## src/rtl/ones_seq_pkg.sv

```systemverilog
// Shared definitions for the ones-count sequencer: FSM encoding, chunk width and
// the count-width helper.
package ones_seq_pkg;

    localparam int unsigned CHUNK_W = 3;

    typedef enum logic [2:0] {
        StIdle   = 3'd0,
        StDrive  = 3'd1,
        StSettle = 3'd2,
        StAccum  = 3'd3,
        StDone   = 3'd4
    } seq_state_e;

    // Bits needed to hold a popcount of 0..w.
    function automatic int unsigned cnt_width(input int unsigned w);
        return $clog2(w + 1);
    endfunction

    function automatic logic [1:0] pop3(input logic [2:0] v);
        return {1'b0, v[0]} + {1'b0, v[1]} + {1'b0, v[2]};
    endfunction

endpackage

```

## src/rtl/settle_timer.sv

```systemverilog
// Down-counter that holds off sampling of the ones-counter cell; o_expire is high
// on the cycle the count reaches 1.
module settle_timer #(
    parameter int unsigned WIDTH = 1
) (
    input  logic             i_clk,
    input  logic             i_rst_n,
    input  logic             i_load,
    input  logic [WIDTH-1:0] i_value,
    output logic             o_expire
);

    logic [WIDTH-1:0] r_cnt;

    always_ff @(posedge i_clk or negedge i_rst_n) begin
        if (!i_rst_n) begin
            r_cnt <= '0;
        end else if (i_load) begin
            r_cnt <= i_value;
        end else if (r_cnt != '0) begin
            r_cnt <= r_cnt - 1'b1;
        end
    end

    assign o_expire = (r_cnt == WIDTH'(1));

endmodule

```

## src/rtl/ones_count_sequencer.sv

```systemverilog
// Popcount sequencer driving an external 3-input ones-counter cell one chunk at a time.
// Optional result checker on the cell enabled by defining ONES_CNT_CHECK_EN (adds o_err).
module ones_count_sequencer
    import ones_seq_pkg::*;
#(
    parameter int unsigned N_CHUNKS      = 8,
    parameter int unsigned SETTLE_CYCLES = 1,
    localparam int unsigned W            = CHUNK_W * N_CHUNKS,
    localparam int unsigned CW           = cnt_width(W)
) (
    input  logic          i_clk,
    input  logic          i_rst_n,
    input  logic          i_start,
    input  logic [W-1:0]  i_data_in,
    output logic          o_cell_a,
    output logic          o_cell_b,
    output logic          o_cell_c,
    input  logic          i_cell_y0,
    input  logic          i_cell_y1,
    output logic          o_busy,
    output logic          o_done,
    output logic [CW-1:0] o_count
`ifdef ONES_CNT_CHECK_EN
    ,
    output logic          o_err
`endif
);

    localparam int unsigned IW = (N_CHUNKS > 1) ? $clog2(N_CHUNKS) : 1;
    localparam int unsigned TW = (SETTLE_CYCLES > 0) ? $clog2(SETTLE_CYCLES + 1) : 1;

    seq_state_e    r_state;
    logic [W-1:0]  r_shift;
    logic [CW-1:0] r_acc;
    logic [CW-1:0] r_count;
    logic [IW-1:0] r_idx;
    logic [2:0]    r_cell;
    logic          r_busy;
    logic          r_done;

    logic [1:0]    w_y;
    logic [CW-1:0] w_acc_sum;
    logic [W-1:0]  w_shift_next;
    logic          w_last;
    logic          w_load;
    logic          w_expire;

    assign w_y          = {i_cell_y1, i_cell_y0};
    assign w_acc_sum    = r_acc + CW'(w_y);
    assign w_shift_next = r_shift >> CHUNK_W;
    assign w_last       = (r_idx == IW'(N_CHUNKS - 1));
    assign w_load       = (r_state == StDrive);

    settle_timer #(
        .WIDTH (TW)
    ) u_settle_timer (
        .i_clk    (i_clk),
        .i_rst_n  (i_rst_n),
        .i_load   (w_load),
        .i_value  (TW'(SETTLE_CYCLES)),
        .o_expire (w_expire)
    );

    // Slice bits are registered alongside the state so they change only at chunk boundaries.
    always_ff @(posedge i_clk or negedge i_rst_n) begin
        if (!i_rst_n) begin
            r_state <= StIdle;
            r_shift <= '0;
            r_acc   <= '0;
            r_count <= '0;
            r_idx   <= '0;
            r_cell  <= '0;
            r_busy  <= 1'b0;
            r_done  <= 1'b0;
        end else begin
            r_done <= 1'b0;
            unique case (r_state)
                StIdle: begin
                    if (i_start) begin
                        r_shift <= i_data_in;
                        r_acc   <= '0;
                        r_idx   <= '0;
                        r_cell  <= i_data_in[2:0];
                        r_busy  <= 1'b1;
                        r_state <= StDrive;
                    end
                end
                StDrive: begin
                    r_state <= (SETTLE_CYCLES == 0) ? StAccum : StSettle;
                end
                StSettle: begin
                    if (w_expire) begin
                        r_state <= StAccum;
                    end
                end
                StAccum: begin
                    r_acc   <= w_acc_sum;
                    r_shift <= w_shift_next;
                    r_idx   <= r_idx + 1'b1;
                    if (w_last) begin
                        // Final sum goes straight to count so it is valid alongside done.
                        r_count <= w_acc_sum;
                        r_done  <= 1'b1;
                        r_cell  <= '0;
                        r_state <= StDone;
                    end else begin
                        r_cell  <= w_shift_next[2:0];
                        r_state <= StDrive;
                    end
                end
                StDone: begin
                    r_busy  <= 1'b0;
                    r_state <= StIdle;
                end
                default: begin
                    r_state <= StIdle;
                end
            endcase
        end
    end

    assign o_cell_a = r_cell[2];
    assign o_cell_b = r_cell[1];
    assign o_cell_c = r_cell[0];
    assign o_busy   = r_busy;
    assign o_done   = r_done;
    assign o_count  = r_count;

`ifdef ONES_CNT_CHECK_EN
    logic r_err;

    always_ff @(posedge i_clk or negedge i_rst_n) begin
        if (!i_rst_n) begin
            r_err <= 1'b0;
        end else if (r_state == StIdle && i_start) begin
            r_err <= 1'b0;
        end else if (r_state == StAccum && pop3(r_cell) != w_y) begin
            r_err <= 1'b1;
        end
    end

    assign o_err = r_err;
`endif

endmodule

```

## config.mk

```make
export PLATFORM = sky130hd
export DESIGN_NAME = ones_count_sequencer
export DESIGN_NICKNAME = d
export VERILOG_FILES = /design/src/rtl/ones_seq_pkg.sv /design/src/rtl/settle_timer.sv /design/src/rtl/ones_count_sequencer.sv
export SDC_FILE = /design/constraint.sdc
export NUM_CORES = 1
export LEC_CHECK = 0
export ABC_AREA = 1
export ABC_CLOCK_PERIOD_IN_PS = 1800
export CORE_ASPECT_RATIO = 0.5
export CORE_MARGIN = 2
export CORE_UTILIZATION = 52
export CTS_BUF_LIST = sky130_fd_sc_hd__clkbuf_16
export DETAILED_ROUTE_END_ITERATION = 10
export PLACE_DENSITY_LB_ADDON = 0.08
export SYNTH_ARGS = -nofsm -noshare
export SYNTH_HDL_FRONTEND = slang
export SYNTH_SLANG_ARGS = --single-unit
```

## constraint.sdc

```tcl
create_clock -name i_clk -period 1.8 [get_ports i_clk]
set_clock_uncertainty 0.1 [all_clocks]
set_input_delay 0.27 -clock i_clk [delete_from_list [all_inputs] [get_ports i_clk]]
set_output_delay 0.27 -clock i_clk [all_outputs]
set_load 0.02 [all_outputs]
```

==> summary.txt, run 1 <==
Status
  • Outcome: finished clean

Logic synthesis
  • Syn Std Cell Area: about 2200 um^2
  • Area leader, netlist: dfrtp_1
  • Area contributors post-synth: dfrtp_1, nand2_1, nand3_1, inv_1, ha_1
  • Post-Syn Nets: approximately 320
  • Avg Inst Size Synth: 7.62 um^2
  • Cell count after synthesis: around 280
  • Netlist cell types: 21
  • Top-area cell type share of the netlist area: 49.7%
  • Yosys warning count: 0
  • Post-synthesis sequential area ratio: approximately 50%
  • Yosys reg bits: 43

Worst setup path
  • Setup crit end kind: register
  • CP most frequent cell: nand2_1
  • CP required: around 1.9 ns
  • R2R depth: 6
  • R2r endpoint: r_shift[19]
  • Worst Path Max Fanout: 2
  • Setup slack, reg-to-reg: 0.24 ns
  • Largest stage delay on the critical path: roughly 0.47 ns
  • Worst path arrival time: ~1.7 ns
  • WP buf/inv: 3
  • Type of origin of the critical path: primary input
  • CP max-delay cell: clkdlybuf4s50_1
  • Worst-path cell chain: clkdlybuf4s50_1 -> ha_1 -> inv_1 -> fa_1 -> inv_1 -> nand3_1 -> nand2_1 -> nand2_1 -> nand2_1 -> nand2_1
  • WS Path Type: primary input to register
  • FF-to-FF Start: r_state[0]
  • Delay-heaviest family, CP: buffers and inverters

Timing
  • TNS Setup: 0 ns
  • Slew @ Worst Pin: around 0.55 ns
  • Fin crit share: between 90 and 100%
  • Final setup fails: 0
  • Fmax achieved: roughly 600 MHz
  • Final Hold Viols: 0
  • Worst Setup Slack, final: between 0.1 and 0.15 ns
  • RSZ-0062 raised after global routing: no
  • Slew HR: between 60% and 70%
  • Min cycle time layout: between 1.5 and 2 ns
  • Final Slew Violations: 0

Routing
  • Detailed Route WL: 4390 um
  • DRC: 0
  • Vias: between 1,500 and 2,000
  • Avg WL per Cell: 11.6 um
  • Drt via density: 4.90
  • First DRT Iteration DRCs: 72
  • Drt first pass iters: 4
  • ANT nets after route: 0

Floorplan
  • Row cnt: 16
  • Die height: around 50 um
  • Die ar.: 4720 um^2
  • Die W: roughly 95 um
  • Core ar.: just under 4000 um^2
  • Initial Utilization: between 50% and 60%
  • Io pins: 39

GRT
  • Largest net degree at the start of global routing: 44
  • Initial antenna violation count: 0
  • GR Util met1: a little over a quarter
  • Vias in the first global route: between 1,500 and 2,000
  • Met2 Usage GRT: a little over a third
  • M3 GR Usage: about 6.0%
  • Total congestion overflow: 0
  • GRT Total Usage: 20.9%
  • First-pass GRT wire length: 7710 um
  • Top Usage Layer GRT: met2

Layout
  • Fin area: around 2800 um^2
  • ANT cells: 0
  • Net count, final: between 300 and 400
  • Most frequent cells in the layout: nand2_1, dfrtp_1, nand3_1, clkdlybuf4s50_1, inv_1
  • Share of cells above drive strength 1: 6.44%
  • Fillers: 327
  • Most common cell after layout, fill and taps aside: nand2_1
  • Layout area overhead: 28.0%
  • Final Util: ~70%

Hold path
  • Hold Path Stages: 2
  • Hold EP: o_busy
  • Hold Path Origin: o_busy
  • Hold WC Path Type: register to register

Clock tree
  • Worst-Skew Late Latency: around 0.28 ns
  • CTS Buf Count: 5
  • Clock root cell: clkbuf_16
  • Clock Path Buffers: 2
  • Post-CTS setup buffers: 0
  • # H-tree levels: 2
  • # resized after CTS: 0
  • CTS tree: done
  • Clk sink count: 43
  • Clock transition at path regs: about 0.060 ns

Placement
  • Port buffer count: 38
  • Final Wtd Congestion: 0.798
  • Placed inst area: approximately 2600 um^2
  • Post-DP HPWL: approximately 3000 um
  • DP Worst Slack: -0.168 ns

Power
  • Leak: about 1.5 nW
  • P per Cell Area: approximately 1600 nW/um^2
  • Peak VDD IR: between 0.6 and 0.7 mV

Flow run
  • MaxCap Viol Count: 0
## worst register-to-register path, stage by stage (launching register included)
cell	delay (ns)
dfrtp_1	0.45
nor2_2	0.23
nand3_2	0.24
nand2_1	0.18
buf_12	0.17
nand2_1	0.07
nand2_1	0.05
## cell type report
type / instances / area [um^2] / share of cell area, %
clock buffer: 5 / 125 / 4.52
clock inverter: 3 / 11.3 / 0.407
inverter: 16 / 60.1 / 2.17
multi-input combinational: 211 / 938 / 33.9
sequential: 43 / 1080 / 38.9
tap: 54 / 67.6 / 2.44
timing repair buffer: 48 / 490 / 17.7
## what timing repair did
item / CTS / global route
endpoints found under the hold margin: 43 / 0
endpoints found under the setup margin: 0 / 0
hold buffers: 1 / 0
## stage by stage
step	cells	total power (W)	hold slack (ns)
3_3_place_gp	371	0.00346	0.278
6_report	380	0.00434	0.365
2_1_floorplan	284	0.00292	-0.126
4_1_cts	380	0.00438	0.371
5_1_grt	380	0.00473	0.411
3_5_place_dp	371	0.00352	0.288
## logic make-up after synthesis
logic type | count (synthesis) | synth area share (%)
compound gates | 8 | 1.85
xor+xnor | 1 | 0.405
fa+ha+maj | 5 | 3.24
buf+inv | 30 | 6.88
flops | 43 | 49.7
simple gates | 197 | 37.9
## cells in the mapped netlist (all sizes together)
| master | count |
|---|---|
| nand2 | 144 |
| dfrtp | 43 |
| nand3 | 41 |
| inv | 16 |
| buf | 11 |
| nor2 | 10 |
| o21ai | 7 |
| ha | 4 |
| clkbuf | 3 |
| a21oi | 1 |
| fa | 1 |
| nand3b | 1 |
| nand4 | 1 |
| xnor2 | 1 |
## report_power, final
group | switching, W | internal, W | total [W]
clock network | 0.000346 | 0.000499 | 0.000845
logic | 0.00108 | 0.000798 | 0.00188
registers | 0.000252 | 0.00137 | 0.00162
## per-layer routing
| metal | vias to the layer above | share of wire (%) |
|---|---|---|
| li1 | 968 | - |
| met3 | 7 | 4.7 |
| met5 | - | 0 |
| met2 | 34 | 47 |
| met1 | 853 | 47 |
| met4 | 0 | 1.1 |
## worst max path at each step
stage               depth (start not counted)          to  slack, ns      start
CTS                                        10  o_count[4]       0.12  i_cell_y0
global placement                           10  o_count[4]      -0.12  i_cell_y0
global route                               10  o_count[4]       0.02  i_cell_y0
finish                                     10    r_acc[4]       0.13  i_cell_y0
detailed placement                         10  o_count[4]      -0.17  i_cell_y0
floorplan                                   9    r_acc[4]       0.32   r_acc[0]
## state kept, by name, summed over array words and instances (netlist names)
signal	cells
o_busy	1
r_shift	21
r_acc	5
u_settle_timer.o_expire	1
r_cell	3
o_done	1
r_idx	3
r_state	3
o_count	5
No activity file was read; power rests on OpenSTA's default activity.
==> run 2, diff against run 1 <==
--- a/config.mk
+++ b/config.mk
@@ -12,6 +12,7 @@
 export CORE_UTILIZATION = 52
 export CTS_BUF_LIST = sky130_fd_sc_hd__clkbuf_16
 export DETAILED_ROUTE_END_ITERATION = 10
+export GPL_TIMING_DRIVEN = 0
 export PLACE_DENSITY_LB_ADDON = 0.08
 export SYNTH_ARGS = -nofsm -noshare
 export SYNTH_HDL_FRONTEND = slang
==> summary.txt, run 2 (synthesized netlist as in run 1, its figures left out) <==
GRT
  • Total congestion overflow: 0 (unchanged)
  • GRT Total Usage: 22.2% (+1.4 points)
  • First-pass GRT wire length: 8060 um (+4.6%)
  • Largest net degree at the start of global routing: 33 (-25%)
  • Vias in the first global route: 1,786 (+0.11%)
  • Initial antenna violation count: 0 (unchanged)

Worst setup path
  • WS Path Type: primary input to register
  • Worst Path Max Fanout: 3 (+1)
  • Delay-heaviest family, CP: buffers and inverters
  • Worst-path cell chain: clkdlybuf4s50_1 -> ha_2 -> inv_1 -> fa_2 -> inv_1 -> nand3_1 -> nand2_1 -> nand2_1 -> nand2_1 -> nand2_1
  • Worst path arrival time: 1.74 ns (about the same)
  • Logic depth of the worst path, buffers included: 10 (unchanged)
  • CP max-delay cell: clkdlybuf4s50_1
  • CP most frequent cell: nand2_1
  • Type of origin of the critical path: primary input
  • Setup crit end kind: register
  • Largest stage delay on the critical path: 0.47 ns (about the same)
  • CP required: 1.88 ns (about the same)
  • R2R depth: 6 (unchanged)
  • WP buf/inv: 3 (unchanged)

Clock tree
  • Clock transition at path regs: 0.06 ns (about the same)
  • Worst-Skew Late Latency: 0.28 ns (about the same)
  • Clock root cell: clkbuf_16
  • Clock Path Buffers: 2 (unchanged)
  • CTS tree: done
  • # H-tree levels: 2 (unchanged)
  • CTS Buf Count: 5 (unchanged)
  • Post-CTS setup buffers: 0 (unchanged)
  • Clk sink count: 43 (unchanged)

Layout
  • Share of cells above drive strength 1: 8.43% (+2.0 points)
  • Layout area overhead: 29.7%
  • Max reg flops: 21 (unchanged)
  • Net count, final: 365 (+1.7%)
  • Most frequent cells in the layout: nand2_1, dfrtp_1, nand3_1, clkdlybuf4s50_1, inv_1
  • Reg with most FFs: r_shift
  • Most common cell after layout, fill and taps aside: nand2_1
  • ANT cells: 0 (unchanged)
  • Fillers: 311 (-4.9%)

Routing
  • Drt via density: 5.06 (+3.3%)
  • Avg WL per Cell: 12.5 um (+8.5%)
  • Drt first pass iters: 4 (unchanged)
  • Detailed Route WL: 4840 um (+10%)
  • Vias: 1,954 (+4.9%)
  • First DRT Iteration DRCs: 148 (+110%)
  • DRC: 0 (unchanged)
  • ANT nets after route: 0 (unchanged)

Timing
  • Fmax achieved: 601 MHz (+0.17%)
  • Slew @ Worst Pin: 0.508 ns (-0.0428 ns)
  • Final setup fails: 0 (unchanged)
  • Final Slew Violations: 0 (unchanged)
  • Fin crit share: 92.5% (-0.16 points)
  • Slew HR: 66.1% (+2.9 points)
  • Final Hold Viols: 0 (unchanged)
  • Min cycle time layout: 1.66 ns (-0.00291 ns)
  • RSZ-0062 raised after global routing: no
  • Worst Setup Slack, final: 0.135 ns (+0.00291 ns)
  • Hold slack: 0.316 ns (-0.0494 ns)

Power
  • Leak: 1.48 nW (+0.88%)
  • Peak VDD IR: 0.693 mV (+5.4%)
  • P per Cell Area: 1610 nW/um^2 (+2.8%)

Floorplan
  • Core ar.: 3940 um^2 (unchanged)
  • Die ar.: 4720 um^2 (unchanged)
  • Die W: 95.2 um (unchanged)
  • Die height: 49.6 um (unchanged)
  • Initial Utilization: 54.9% (unchanged)
  • Io pins: 39 (unchanged)
  • Row cnt: 16 (unchanged)

Placement
  • Port buffer count: 38 (unchanged)
  • Final Wtd Congestion: 0.831 (+4.1%)
  • Post-DP HPWL: 3460 um (+16%)
  • DP Worst Slack: -0.221 ns (-0.0526 ns)

Status
  • Outcome: finished clean

Flow run
  • MaxCap Viol Count: 0 (unchanged)

Hold path
  • Hold WC Path Type: primary input to asynchronous set/reset pin
## run 2: changes by cell type in the layout (fill, tap and decap cells not counted)
cell	change
bufinv_16	+1
clkbuf_1	+3
buf_4	-2
clkinv_2	+1
clkinv_1	-1
buf_2	+5
fa_1	-1
inv_1	-1
ha_2	+1
fa_2	+1
ha_1	-1
buf_6	+2
buf_12	-2
## run 2: cell type report
type | instances | area, um^2 | area share [%]
buffer | 14 | 88.8 | 3.17
clock buffer | 5 | 125 | 4.46
clock inverter | 3 | 38.8 | 1.38
inverter | 16 | 60.1 | 2.14
multi-input combinational | 211 | 943 | 33.6
sequential | 43 | 1080 | 38.4
tap | 54 | 67.6 | 2.41
timing repair buffer | 40 | 405 | 14.5
## run 2: per-layer routing
metal | track usage [%] | wire (um)
met3 | 5.66 | 280
met4 | 6.52 | 45
met2 | 35.8 | 2280
met5 | 0 | 0
met1 | 29.9 | 2230
## run 2: report_power, final
group / internal (W) / total, W / switching [W] / leakage (nW)
Sequential: 0.00137 / 0.00162 / 0.000247 / 0.526
Clock: 0.000646 / 0.00100 / 0.000353 / 0.0812
Combinational: 0.000768 / 0.00191 / 0.00114 / 0.869
## run 2: worst paths after layout
path                             from           to  slack, ns
max                         i_cell_y0   o_count[4]       0.14
min                           i_rst_n     r_acc[2]       0.32
max reg2reg                r_state[0]   r_shift[4]       0.20
min reg2reg                    o_busy       o_busy       0.37
max in group asynchronous     i_rst_n  r_shift[11]       0.83
min in group i_clk             o_busy       o_busy       0.37
## run 2: worst reg2reg max path, stage by stage (launching register included)
cell and delay (ns):
dfrtp_1 0.45, nor2_2 0.22, nand3_2 0.22, nand2_1 0.16
buf_2 0.23, nand2_1 0.09, nand2_1 0.06
## run 2: timing repair
action / CTS / global route
hold buffers: 1 / 0
setup endpoints to repair: 0 / 2
hold endpoints to repair: 11 / 0
resized for setup: 0 / 2
## run 2: per-stage QoR
stage	setup TNS, ns	instance area [um^2]	instances	total power (W)	util (%)
global placement	-34.67	2610	376	0.00345	66.2
detailed placement	-0.669	2630	377	0.00352	66.6
global route	0	2810	386	0.00490	71.1
finish	0	2810	386	0.00452	71.1
floorplan	0	2160	284	0.00292	-
CTS	0	2800	386	0.00455	71.0
==> run 3, diff against run 2 <==
--- a/config.mk
+++ b/config.mk
@@ -14,6 +14,7 @@
 export DETAILED_ROUTE_END_ITERATION = 10
 export GPL_TIMING_DRIVEN = 0
 export PLACE_DENSITY_LB_ADDON = 0.08
+export SLEW_MARGIN = 20
 export SYNTH_ARGS = -nofsm -noshare
 export SYNTH_HDL_FRONTEND = slang
 export SYNTH_SLANG_ARGS = --single-unit
==> constraint.sdc (replaced) <==
create_clock -name i_clk -period 1.8 [get_ports i_clk]
set_clock_uncertainty 0.1 [all_clocks]
set_input_delay 0.36 -clock i_clk [delete_from_list [all_inputs] [get_ports i_clk]]
set_output_delay 0.36 -clock i_clk [all_outputs]
set_load 0.02 [all_outputs]
==> summary.txt, run 3 (synthesized netlist as in run 1, its figures left out) <==
Status
  • Outcome: finished clean

Placement
  • Dpl cells: 377 (unchanged)
  • Final Wtd Congestion: 0.831 (unchanged)
  • Placed inst area: 2630 um^2 (unchanged)
  • Port buffer count: 38 (unchanged)
  • DP Worst Slack: -0.314 ns (-0.0936 ns)
  • Post-DP HPWL: 3540 um (+2.5%)

Power
  • Peak VDD IR: 0.712 mV (+2.7%)
  • Combinational fraction of design power: 42.3% (about the same)
  • Sw frac: 38.9% (+0.42 points)
  • Switching power total: 0.00177 W (+2.1%)
  • Leak: 1.49 nW (+0.82%)
  • P per Cell Area: 1620 nW/um^2 (+0.55%)
  • Seq pwr share: 35.5% (-0.2 points)
  • Int Power: 0.00279 W (+0.32%)
  • Overall power: 0.00457 W (+1.0%)
  • Clk network pwr share: 22.2% (about the same)

Layout
  • Share of cells above drive strength 1: 9.61% (+1.2 points)
  • Max reg flops: 21 (unchanged)
  • Final Util: 71.4% (+0.32 points)
  • Fin area: 2820 um^2 (+0.45%)
  • Reg with most FFs: r_shift
  • Post-Layout Cell Count: 387 (+0.26%)
  • ANT cells: 0 (unchanged)
  • Most common cell after layout, fill and taps aside: nand2_1
  • Most frequent cells in the layout: nand2_1, dfrtp_1, nand3_1, clkdlybuf4s50_1, inv_1
  • Layout area overhead: 30.2%
  • Net count, final: 366 (+0.27%)

Worst setup path
  • Worst-path cell chain: clkdlybuf4s50_1
  • Type of origin of the critical path: register
  • CP max-delay cell: clkdlybuf4s50_1
  • Worst path arrival time: 1.25 ns (-0.49 ns)
  • WP buf/inv: 1 (-2)
  • Largest stage delay on the critical path: 0.61 ns (+0.14 ns)
  • Setup crit end kind: output pin
  • CP required: 1.34 ns (-0.54 ns)
  • WS Path Type: register to output pin
  • Delay-heaviest family, CP: buffers and inverters
  • Worst Path Max Fanout: 2 (-1)

Routing
  • ANT nets after route: 0 (unchanged)
  • Metal3 WL: 275 um (-1.8%)
  • Vias: 1,981 (+1.4%)
  • DRC: 0 (unchanged)
  • Avg WL per Cell: 12.9 um (+3.0%)
  • Detailed Route WL: 5000 um (+3.2%)
  • Drt via density: 5.12 (+1.1%)
  • Met2 wire length: 2320 um (+1.5%)
  • M1 WL: 2340 um (+4.7%)
  • Drt first pass iters: 4 (unchanged)
  • First DRT Iteration DRCs: 120 (-19%)
  • DR top layer: met4

Timing
  • RSZ-0062 raised after global routing: no
  • Worst Setup Slack, final: 0.0943 ns (-0.0410 ns)
  • Fmax achieved: 586 MHz (-2.4%)
  • Final Hold Viols: 0 (unchanged)
  • Min cycle time layout: 1.71 ns (+0.0410 ns)
  • Final Slew Violations: 0 (unchanged)
  • Slew @ Worst Pin: 0.516 ns (+0.00782 ns)
  • Slew HR: 65.6% (-0.52 points)
  • Final setup fails: 0 (unchanged)
  • Fin crit share: 94.8% (+2.3 points)

Clock tree
  • Clk sink count: 43 (unchanged)
  • Clock root cell: clkbuf_16
  • # H-tree levels: 2 (unchanged)
  • Worst-Skew Late Latency: 0.29 ns (about the same)
  • Clock transition at path regs: 0.06 ns (about the same)
  • CTS Buf Count: 5 (unchanged)
  • Clock Path Buffers: 2 (unchanged)
  • CTS tree: done

Floorplan
  • Die W: 95.2 um (unchanged)
  • Io pins: 39 (unchanged)
  • Initial Utilization: 54.9% (unchanged)
  • Row cnt: 16 (unchanged)
  • Core ar.: 3940 um^2 (unchanged)
  • Die height: 49.6 um (unchanged)
  • Die ar.: 4720 um^2 (unchanged)

Flow run
  • MaxCap Viol Count: 0 (unchanged)

GRT
  • Vias in the first global route: 1,896 (+6.2%)
  • Initial antenna violation count: 0 (unchanged)
  • Largest net degree at the start of global routing: 32 (-3.0%)
  • GRT Total Usage: 23.2% (+0.95 points)
  • First-pass GRT wire length: 8340 um (+3.5%)
  • Total congestion overflow: 0 (unchanged)

Hold path
  • Hold WC Path Type: register to register
## run 3: changes by cell type in the layout (fill, tap and decap cells not counted)
cell	delta
inv_1	-2
inv_2	+2
buf_4	+1
clkdlybuf4s50_1	-1
dlymetal6s2s_1	+1
nand2_1	-1
nand2_2	+1
## run 3: path summary, 6_finish.rpt
kind	from	end	slack (ns)	cells after the start
worst max-delay path	r_cell[0]	o_cell_c	0.09	1
worst min-delay path	o_busy	o_busy	0.37	2
worst max register to register	r_state[0]	r_shift[4]	0.20	6
worst min register to register	o_busy	o_busy	0.37	2
max in group asynchronous	i_rst_n	r_cell[0]	0.73	3
min in group asynchronous	i_rst_n	o_count[0]	0.41	2
## run 3: power by group through the flow
| stage | Sequential [W] | Combinational, W | Clock (W) |
|---|---|---|---|
| after floorplan | 0.00167 | 0.00125 | 0 |
| after global placement | 0.00160 | 0.00185 | 0 |
| after detailed placement | 0.00163 | 0.00191 | 0 |
| after CTS | 0.00162 | 0.00193 | 0.00102 |
| after global routing | 0.00167 | 0.00218 | 0.00108 |
| final | 0.00162 | 0.00193 | 0.00101 |
## run 3: per-stage QoR
stage	setup TNS (ns)	hold slack (ns)
finish	0	0.367
global route	0	0.406
CTS	0	0.373
detailed placement	-1.22	0.169
global placement	-39.08	0.354
floorplan	0	-0.0356
## run 3: final cells by class
type	instances	area [um^2]
Buffer	14	88.8
Clock buffer	5	125
Clock inverter	3	38.8
Fill cell	326	1130
Inverter	16	60.1
Multi-Input combinational cell	211	946
Sequential cell	43	1080
Tap cell	54	67.6
Timing Repair Buffer	41	415
## run 3: timing repair
item | CTS | global route
setup buffers | 0 | 1
gates resized for setup | 2 | 4
hold buffers | 1 | 0
setup endpoints to repair | 2 | 2
hold endpoints to repair | 12 | 0
pin swaps | 0 | 3
## run 3: metal layers
layer / vias to the layer above / global-route usage, %
met5: - / 0
met4: 0 / 8.45
met3: 10 / 5.81
met2: 52 / 36.9
met1: 935 / 31.0
li1: 984 / -
